## config.mk

```make
export PLATFORM = sky130hd
export DESIGN_NAME = mpp_signal_detector
export DESIGN_NICKNAME = d
export VERILOG_FILES = /design/src/rtl/mpp_signal_detector.sv
export SDC_FILE = /design/constraint.sdc
export NUM_CORES = 1
export LEC_CHECK = 0
export CAP_MARGIN = 20
export CELL_PAD_IN_SITES_DETAIL_PLACEMENT = 1
export CELL_PAD_IN_SITES_GLOBAL_PLACEMENT = 2
export CORE_MARGIN = 1
export CORE_UTILIZATION = 27
export DETAILED_ROUTE_END_ITERATION = 6
export PLACE_DENSITY = 0.77
export SYNTH_ARGS = -nofsm -noshare
export SYNTH_HDL_FRONTEND = slang
export SYNTH_SLANG_ARGS = --single-unit
```

## constraint.sdc

```tcl
create_clock -name clk -period 2.1 [get_ports clk]
set_input_delay 0.42 -clock clk [delete_from_list [all_inputs] [get_ports clk]]
set_output_delay 0.42 -clock clk [all_outputs]
set_load 0.01 [all_outputs]
```

## src/rtl/mpp_signal_detector.sv

```systemverilog
// mpp_signal_detector
// Slices a signed MPP sample stream with hysteresis, measures the spacing of
// rising edges in valid samples, and locks onto either the beacon or the
// digital-LF tone once enough consecutive periods fall inside the tolerance
// window of one class. A long silence (counter saturating) drops any lock.

module mpp_signal_detector #(
    parameter int HYST          = 960,
    parameter int BEACON_PERIOD = 39,
    parameter int LF_PERIOD     = 22,
    parameter int TOL           = 2,
    parameter int LOCK_CNT      = 3
) (
    input  logic               clk,
    input  logic               rst,
    input  logic               sample_valid,
    input  logic signed [23:0] sample_in,
    output logic               period_valid,
    output logic [7:0]         period_out,
    output logic               beacon_detect,
    output logic               digital_lf_detect
);

    typedef enum logic [2:0] {
        SEARCH,
        CAND_B,
        CAND_L,
        LOCK_B,
        LOCK_L
    } state_t;

    typedef enum logic [1:0] {
        CLS_NONE,
        CLS_B,
        CLS_L
    } class_t;

    localparam logic signed [23:0] POS_TH = 24'(HYST);
    localparam logic signed [23:0] NEG_TH = 24'(-HYST);
    localparam int B_LO = BEACON_PERIOD - TOL;
    localparam int B_HI = BEACON_PERIOD + TOL;
    localparam int L_LO = LF_PERIOD - TOL;
    localparam int L_HI = LF_PERIOD + TOL;
    localparam logic [1:0] LOCK_M = 2'(LOCK_CNT);
    localparam logic DIRECT_LOCK = (LOCK_CNT <= 1);

    logic       polarity;
    logic       pol_next;
    logic [7:0] cnt;
    logic [7:0] cnt_inc;
    logic       armed;
    logic       rise;
    logic       measure;
    logic       timeout;
    int         p_int;
    logic       is_b;
    logic       is_l;
    class_t     cls;
    state_t     state;
    state_t     state_next;
    logic [1:0] m;
    logic [1:0] m_next;
    logic [1:0] m_inc;

    // Hysteresis slicer: only a clear excursion past either threshold flips polarity.
    always_comb begin
        pol_next = polarity;
        if (sample_in >= POS_TH) begin
            pol_next = 1'b1;
        end else if (sample_in <= NEG_TH) begin
            pol_next = 1'b0;
        end
    end

    assign rise    = sample_valid && !polarity && pol_next;
    assign cnt_inc = (cnt == 8'd255) ? 8'd255 : cnt + 8'd1;
    assign measure = rise && armed;
    assign timeout = sample_valid && !rise && (cnt_inc == 8'd255);
    assign m_inc   = m + 2'd1;

    // The candidate period is the saturated sample count up to and including this edge.
    assign p_int = {24'd0, cnt_inc};
    assign is_b  = (p_int >= B_LO) && (p_int <= B_HI);
    assign is_l  = (p_int >= L_LO) && (p_int <= L_HI);

    // Period classification; beacon wins when both windows overlap.
    always_comb begin
        cls = CLS_NONE;
        if (is_b) begin
            cls = CLS_B;
        end else if (is_l) begin
            cls = CLS_L;
        end
    end

    // Lock FSM next state: only a measured period or a timeout moves it.
    always_comb begin
        state_next = state;
        m_next     = m;
        if (timeout) begin
            state_next = SEARCH;
            m_next     = 2'd0;
        end else if (measure) begin
            case (state)
                SEARCH: begin
                    if (cls == CLS_B) begin
                        m_next     = 2'd1;
                        state_next = DIRECT_LOCK ? LOCK_B : CAND_B;
                    end else if (cls == CLS_L) begin
                        m_next     = 2'd1;
                        state_next = DIRECT_LOCK ? LOCK_L : CAND_L;
                    end
                end
                CAND_B: begin
                    if (cls == CLS_B) begin
                        m_next = m_inc;
                        if (m_inc == LOCK_M) begin
                            state_next = LOCK_B;
                        end
                    end else if (cls == CLS_L) begin
                        m_next     = 2'd1;
                        state_next = CAND_L;
                    end else begin
                        m_next     = 2'd0;
                        state_next = SEARCH;
                    end
                end
                CAND_L: begin
                    if (cls == CLS_L) begin
                        m_next = m_inc;
                        if (m_inc == LOCK_M) begin
                            state_next = LOCK_L;
                        end
                    end else if (cls == CLS_B) begin
                        m_next     = 2'd1;
                        state_next = CAND_B;
                    end else begin
                        m_next     = 2'd0;
                        state_next = SEARCH;
                    end
                end
                LOCK_B: begin
                    if (cls != CLS_B) begin
                        m_next     = 2'd0;
                        state_next = SEARCH;
                    end
                end
                LOCK_L: begin
                    if (cls != CLS_L) begin
                        m_next     = 2'd0;
                        state_next = SEARCH;
                    end
                end
                default: begin
                    m_next     = 2'd0;
                    state_next = SEARCH;
                end
            endcase
        end
    end

    // Lock state register; detect flags are registered from the next state so they
    // change on the same edge that launches the matching period pulse.
    always_ff @(posedge clk or posedge rst) begin
        if (rst) begin
            state             <= SEARCH;
            m                 <= 2'd0;
            beacon_detect     <= 1'b0;
            digital_lf_detect <= 1'b0;
        end else begin
            state             <= state_next;
            m                 <= m_next;
            beacon_detect     <= (state_next == LOCK_B);
            digital_lf_detect <= (state_next == LOCK_L);
        end
    end

    // Slicer, edge counter, arming and period capture, all gated by sample_valid.
    always_ff @(posedge clk or posedge rst) begin
        if (rst) begin
            polarity     <= 1'b0;
            cnt          <= 8'd0;
            armed        <= 1'b0;
            period_valid <= 1'b0;
            period_out   <= 8'd0;
        end else begin
            period_valid <= 1'b0;
            if (sample_valid) begin
                polarity <= pol_next;
                cnt      <= rise ? 8'd0 : cnt_inc;
                if (rise) begin
                    armed <= 1'b1;
                end else if (timeout) begin
                    armed <= 1'b0;
                end
                if (measure) begin
                    period_out   <= cnt_inc;
                    period_valid <= 1'b1;
                end
            end
        end
    end

endmodule

```

==> summary.md, run 1 <==
| Metric | Value |
|---|---|
| Failing checks | negative setup slack |
| Chip Width | 87.2 um |
| Gr ovfl total | 0 |
| Commonest cells post-synth | dfrtp_1 (26), a21oi_1 (20), nand2_1 (18) |
| ANT nets after route | 0 |
| Peak VDD IR | about 0.26 mV |
| Number of max-slew violations in the final report | 0 |
| Placed Cells | approximately 410 |
| Num rows | 30 |
| CTS root buf | clkbuf_8 |
| Critical Path RT | roughly 2300 ps |
| Routed wire length per instance | between 15 and 20 um |
| Yosys top cell by area | dfrtp_1 |
| Vias in the first global route | 2,281 |
| Hold_ws | ~350 ps |
| Cell Area, Placed | ~2800 sq um |
| Pwr/cell area | roughly 930 nW/um^2 |
| Outcome | finished with violations |
| Unrepaired setup endpoints after global routing | yes |
| DP Worst Slack | -606 ps |
| Final WS setup | -270 ps |
| Most common cell in the synthesized netlist | dfrtp_1 |
| Max_cap viols | 0 |
| Post-synth top flop | dfrtp_1 |
| Worst path arrival time | 2550 ps |
| Layout Utilization | between 40% and 50% |
| Post-synth top area share | 33.2% |
| Clock skew | approximately 5.6 ps |
| Leakage power | 1.38 nW |
| Gate Count Post-Synth | 237 |
| Post-route DRC violation count | 0 |
| Total routed wirelength | 7.11 mm |
| Setup crit end kind | flop |
| Final Hold Fails | 0 |
| NumNets Final | roughly 360 |
| Highest Clock Rate | 422 MHz |
| Max Buffers Root-to-Sink | 2 |
| Crit Path Max Fanout | 16 |
| Setup-failing EPs final | 8 |
| Max-Slew Margin vs Limit | 71.3% |
| Diode count | 0 |
| FF-to-FF setup slack | -270 ps |
| Fill cells | between 800 and 900 |
| Fraction of layout cells with a size suffix above 1 | roughly a third |
| Clk sinks | 26 |
| Crit Path Category | reg2reg |
| Cts hold-fix bufs | 0 |
| Die area | 7600 sq um |
| Skew-Pair Late Insertion Delay | ~290 ps |
| EDFF count, synth | 0 |
| Mean area per synthesized cell | a little over 8 sq um |
| Post-synthesis sequential area ratio | 33.2% |
| Period utilization | 113% |
| Layout Cells excl Fill | 427 |
| Hold WC Path Type | in2reg |
| CTS buffer count | 3 |
| Worst-path clk slew | about 100 ps |
| Largest net degree at the start of global routing | 27 |
| Final Critical Period | roughly 2400 ps |
| Synthesis Warnings | 0 |
| Post-Syn Area | 1960 sq um |
| HPWL Detailed | a little under 5 mm |
| Total GRT Usage | 19.1% |
| Top Ports | 38 |
| Least-Margin Pin Slew | 427 ps |
| H-tree Lvls | 1 |
| Dominant cells by area after synthesis | dfrtp_1 (33%), a21oi_1 (5.1%), o21ai_0 (3.6%), nand2_1 (3.4%), nor2_1 (3.3%) |
| RD Place Congestion | a little over 0.8 |
| Die Span Y | 87.2 um |
| Footprint of the multi-input gates | about 1400 sq um |
| Register area | ~660 sq um |
| 1st-pass router iterations | 4 |
| Pwr Total | 2.98 mW |
| Antenna violations before repair | 0 |
| Setup TNS | -1180 ps |
| Synthesized flop and latch total | 26 |
| Async set-reset flop share out of synthesis | 100% |
| Placeable Area | 6910 sq um |
| Post-route cell area | around 3200 sq um |
| 1st-iter DRT viols | 70 |
| Port Buf Inserts | 37 |
| Unique masters post-synth | a little over 60 |
| CP startpoint kind | flop |
| Starting density of the core | 28.4% |
| CTS tree | done |
| Global-route wire length before repair | between 10 and 15 mm |
| Via count | around 2,200 |
| Via density | 5.18 |
| Mapped Nets | roughly 270 |
| Synth-to-layout area growth | 62.6% |
-- sequential cells by signal, summed over array words and instances, names as in the netlist --
signal	flops
m	2
cnt	8
polarity	1
armed	1
digital_lf_detect	1
period_out	8
beacon_detect	1
state	3
period_valid	1
-- per-layer routing --
| layer | vias up | part of all wire [%] | track usage, % |
|---|---|---|---|
| met2 | 47 | 51 | 34.1 |
| met5 | - | 0 | 0 |
| met4 | 0 | 1.0 | 5.22 |
| met1 | 1085 | 45 | 24.3 |
| li1 | 1073 | - | - |
| met3 | 5 | 2.8 | 2.37 |
-- what timing repair did --
action / in CTS / in global routing
buffers inserted: 9 / 6
pin swaps: 9 / 10
gates cloned: 0 / 0
resized for setup: 40 / 19
setup endpoints to repair: 14 / 9
-- cell families (layout without fill, tap and decap cells) --
| kind of cell | count (synthesis) | after routing | synth area share, % |
|---|---|---|---|
| AO/OA/AOI/OAI | 76 | 76 | 26.8 |
| XOR/XNOR | 3 | 3 | 1.34 |
| AND/OR/NAND/NOR | 102 | 102 | 29.8 |
| adder cells (fa/ha/maj) | 2 | 2 | 1.28 |
| multiplexers | 3 | 3 | 1.60 |
| buffers and inverters | 25 | 119 | 6.07 |
| flip-flops | 26 | 26 | 33.2 |
-- cells in the final DEF, fill, tap and decap left out, types with 5 or more instances in the layout --
cell             count
a211o_1              5
a21oi_1             18
buf_4               61
buf_6                6
clkdlybuf4s50_1     21
dfrtp_1             22
dlygate4sd2_1       14
inv_1                9
nand2_1             18
nand2b_1             5
nand3_1             11
nand4_1              6
nor2_1              17
nor3_1               5
o21ai_0             11
-- area by class of cell --
class	instances	share of cell area, %
clock buffers	3	1.30
clock inverters	1	0.943
multi-input cells	186	43.7
well taps	96	3.77
inverters	10	1.34
repair buffers	105	28.4
flip-flops and latches	26	20.6
-- path summary, 6_finish.rpt --
| check | start | end | cells past startpoint |
|---|---|---|---|
| max reg2reg | cnt[0]$_DFFE_PP0P_ | digital_lf_detect$_DFF_PP0_ | 8 |
| min in group asynchronous | rst | cnt[4]$_DFFE_PP0P_ | 3 |
| max in group asynchronous | rst | cnt[5]$_DFFE_PP0P_ | 3 |
| max | cnt[0]$_DFFE_PP0P_ | digital_lf_detect$_DFF_PP0_ | 8 |
| min | sample_in[23] | polarity$_DFFE_PP0P_ | 2 |
| min reg2reg | period_out[6]$_DFFE_PP0P_ | period_out[6]$_DFFE_PP0P_ | 2 |
-- where the power goes --
part | switching, mW | internal [mW] | leakage [nW]
combinational | 0.833 | 0.944 | 1.02
clock | 0.183 | 0.256 | 0.0357
sequential | 0.145 | 0.617 | 0.325
total | 1.16 | 1.82 | 1.38
-- critical path, stage by stage (launching register included) --
cell and delay [ps]:
dfrtp_2 440, buf_4 210, and3b_1 220, o211ai_1 290, and3_1 290, and3_4 240, a21oi_2 60, a221o_1 370
and3_1 160
Power figures use the tool's default switching activity.
==> run 2: changes to the inputs <==
--- a/config.mk
+++ b/config.mk
@@ -9,9 +9,9 @@
 export CELL_PAD_IN_SITES_DETAIL_PLACEMENT = 1
 export CELL_PAD_IN_SITES_GLOBAL_PLACEMENT = 2
 export CORE_MARGIN = 1
-export CORE_UTILIZATION = 27
+export CORE_UTILIZATION = 33
 export DETAILED_ROUTE_END_ITERATION = 6
-export PLACE_DENSITY = 0.77
+export PLACE_DENSITY = 0.88
 export SYNTH_ARGS = -nofsm -noshare
 export SYNTH_HDL_FRONTEND = slang
 export SYNTH_SLANG_ARGS = --single-unit
==> constraint.sdc (replaced) <==
create_clock -name clk -period 2.9 [get_ports clk]
set_input_delay 0.58 -clock clk [delete_from_list [all_inputs] [get_ports clk]]
set_output_delay 0.58 -clock clk [all_outputs]
set_load 0.01 [all_outputs]
==> run 2 against run 1 <==
Effect of this change:
- the flow now finishes without violations
- non-clock buffer count fell by 52
- first-iteration DRC count grew to 2.5 times the previous value
- total power down 47%
- sequential cell count did not move
- clock skew increased by 2.6 ps
- final cell count decreased by 18%
- largest cell class unchanged
==> summary.md, run 2 (synthesis gave the netlist of run 1 again) <==
| Metric | Value |
|---|---|
| Unrepaired setup endpoints after global routing | no |
| Fraction of layout cells with a size suffix above 1 | between 10% and 20% |
| Total GRT Usage | about a fifth |
| Placed Cells | roughly 350 |
| Synth-to-layout area growth | 27.8% |
| Via density | around 5.7 |
| Leakage power | roughly 1.0 nW |
| Layout Cells excl Fill | 350 |
| Post-route DRC violation count | 0 |
| Cts hold-fix bufs | 0 |
| Clk sinks | 26 |
| ANT nets after route | 0 |
| CTS tree | done |
| Diode count | 0 |
| Final Critical Period | 2580 ps |
| Via count | 2,007 |
| Vias in the first global route | roughly 2,000 |
| CTS buffer count | 3 |
| Antenna violations before repair | 0 |
| Cell Area, Placed | 2460 sq um |
| 1st-pass router iterations | 4 |
| R2r endpoint | digital_lf_detect$_DFF_PP0_ |
| RD Place Congestion | just over 0.8 |
| Worst-path clk slew | ~100 ps |
| Critical Path Source | cnt[0]$_DFFE_PP0P_ |
| NumNets Final | ~310 |
| Die Span Y | 79.1 um |
| 1st-iter DRT viols | between 150 and 200 |
| Gr ovfl total | 0 |
| Chip Width | 79.1 um |
| Crit Path Category | reg2reg |
| Crit path to | digital_lf_detect$_DFF_PP0_ |
| Routed wire length per instance | approximately 16 um |
| Pwr/cell area | approximately 630 nW/um^2 |
| Post-CTS sizing | 0 |
| Least-Margin Pin Slew | roughly 560 ps |
| Max-Slew Margin vs Limit | 62.5% |
| Post-route cell area | ~2500 sq um |
| Placeable Area | around 5600 sq um |
| Max_cap viols | 0 |
| Skew-Pair Late Insertion Delay | 270 ps |
| Crit Path Max Fanout | 12 |
| CTS root buf | clkbuf_8 |
| Post-CTS Setup Bufs | 0 |
| Critical Path Max Stage Delay | just under 400 ps |
| Commonest non-fill, non-tap cell in the layout | clkdlybuf4s50_1 |
| Register-to-Register Path Depth | 8 |
| H-tree Lvls | 1 |
| Worst path slowest cell | ha_1 |
| Peak VDD IR | between 0.3 and 0.4 mV |
| Global-route wire length before repair | 9.93 mm |
| Total routed wirelength | between 5 and 6 mm |
| Setup-failing EPs final | 0 |
| Worst path arrival time | 2760 ps |
| Final Hold Fails | 0 |
| Reg2reg start | cnt[0]$_DFFE_PP0P_ |
| Num rows | 27 |
| Setup TNS | 0 ps |
| Largest registers | cnt: 8 flops, period_out: 8 flops, state: 3 flops |
| Outcome | complete, no violations |
| Clock skew | a little over 8 ps |
| Hold WC Path Type | reg2reg |
| CP cell instances | ha_1 -> and3_1 -> and4_1 -> a2bb2oi_2 -> and3_1 -> a21oi_1 -> a221o_1 -> and3_1 |
| Number of max-slew violations in the final report | 0 |
| Starting density of the core | around a third |
| Port Buf Inserts | 37 |
| Highest Clock Rate | 387 MHz |
| Crit path top cell by count | and3_1 |
| Max Buffers Root-to-Sink | 2 |
| Period utilization | approximately 89% |
| CP startpoint kind | flop |
| Critical Path RT | just over 3000 ps |
| HPWL Detailed | around 4.5 mm |
| Die area | 6250 sq um |
| FF-to-FF setup slack | between 300 and 400 ps |
| Most frequent cells in the layout | clkdlybuf4s50_1 (37), dfrtp_1 (26), a21oi_1 (20), nand2_1 (18), nor2_1 (17) |
| Largest net degree at the start of global routing | 27 |
| Hold_ws | between 400 and 500 ps |
| Top Ports | 38 |
| Setup crit end kind | flop |
==> run 2: cell types whose count changed in the layout (fill, tap and decap cells not counted), moves of 3 or more <==
cell,change
buf_4,-45
buf_6,-6
clkdlybuf4s50_1,+16
dfrtp_1,+4
dfrtp_2,-4
dlygate4sd2_1,-14
o21ai_0,+3
==> run 2: through the flow <==
stage | utilization (%) | power, mW | worst slack, ps
5_1_grt | 44.7 | 1.70 | 187
4_1_cts | 44.7 | 1.58 | 344
3_5_place_dp | 43.9 | 1.36 | 57.3
3_3_place_gp | 43.9 | 1.35 | 113
6_report | 44.7 | 1.58 | 317
2_1_floorplan | - | 1.07 | 609
==> run 2: worst max-delay path, delay by kind of cell, from the launching register on <==
family	cells	cell delay, ps
AO/OA/AOI/OAI	3	650
adder cells (fa/ha/maj)	1	390
AND/OR/NAND/NOR	4	1080
flip-flops	1	380
==> run 2: cell type report <==
type | count | area [sq um]
well taps | 72 | 90.1
repair buffers | 53 | 490
fillers | 724 | 3100
inverters | 10 | 42.5
clock buffers | 3 | 41.3
flip-flops and latches | 26 | 651
multi-input cells | 186 | 1190
==> run 2: power breakdown <==
group	switching, mW	total, mW	leakage (nW)	internal (mW)
logic	0.405	0.778	0.658	0.373
registers	0.144	0.586	0.330	0.442
clock network	0.121	0.214	0.0216	0.0933
total	0.670	1.58	1.01	0.908
==> run 2: how the worst min path moves through the flow <==
stage	startpoint	endpoint	slack, ps	depth (start not counted)
floorplan	polarity$_DFFE_PP0P_	polarity$_DFFE_PP0P_	490	2
global placement	period_out[4]$_DFFE_PP0P_	period_out[4]$_DFFE_PP0P_	470	2
detailed placement	period_out[4]$_DFFE_PP0P_	period_out[4]$_DFFE_PP0P_	480	2
CTS	period_out[4]$_DFFE_PP0P_	period_out[4]$_DFFE_PP0P_	510	2
global route	period_out[4]$_DFFE_PP0P_	period_out[4]$_DFFE_PP0P_	530	2
finish	period_out[4]$_DFFE_PP0P_	period_out[4]$_DFFE_PP0P_	500	2
==> run 2: per-layer routing <==
layer	routed length (um)	vias up	global-route usage [%]	share of wire [%]
met3	135	2	1.95	2.4
met4	34	0	5.64	0.59
met2	2750	40	32.9	48
li1	-	973	-	-
met1	2800	992	27.9	49
met5	0	-	0	0
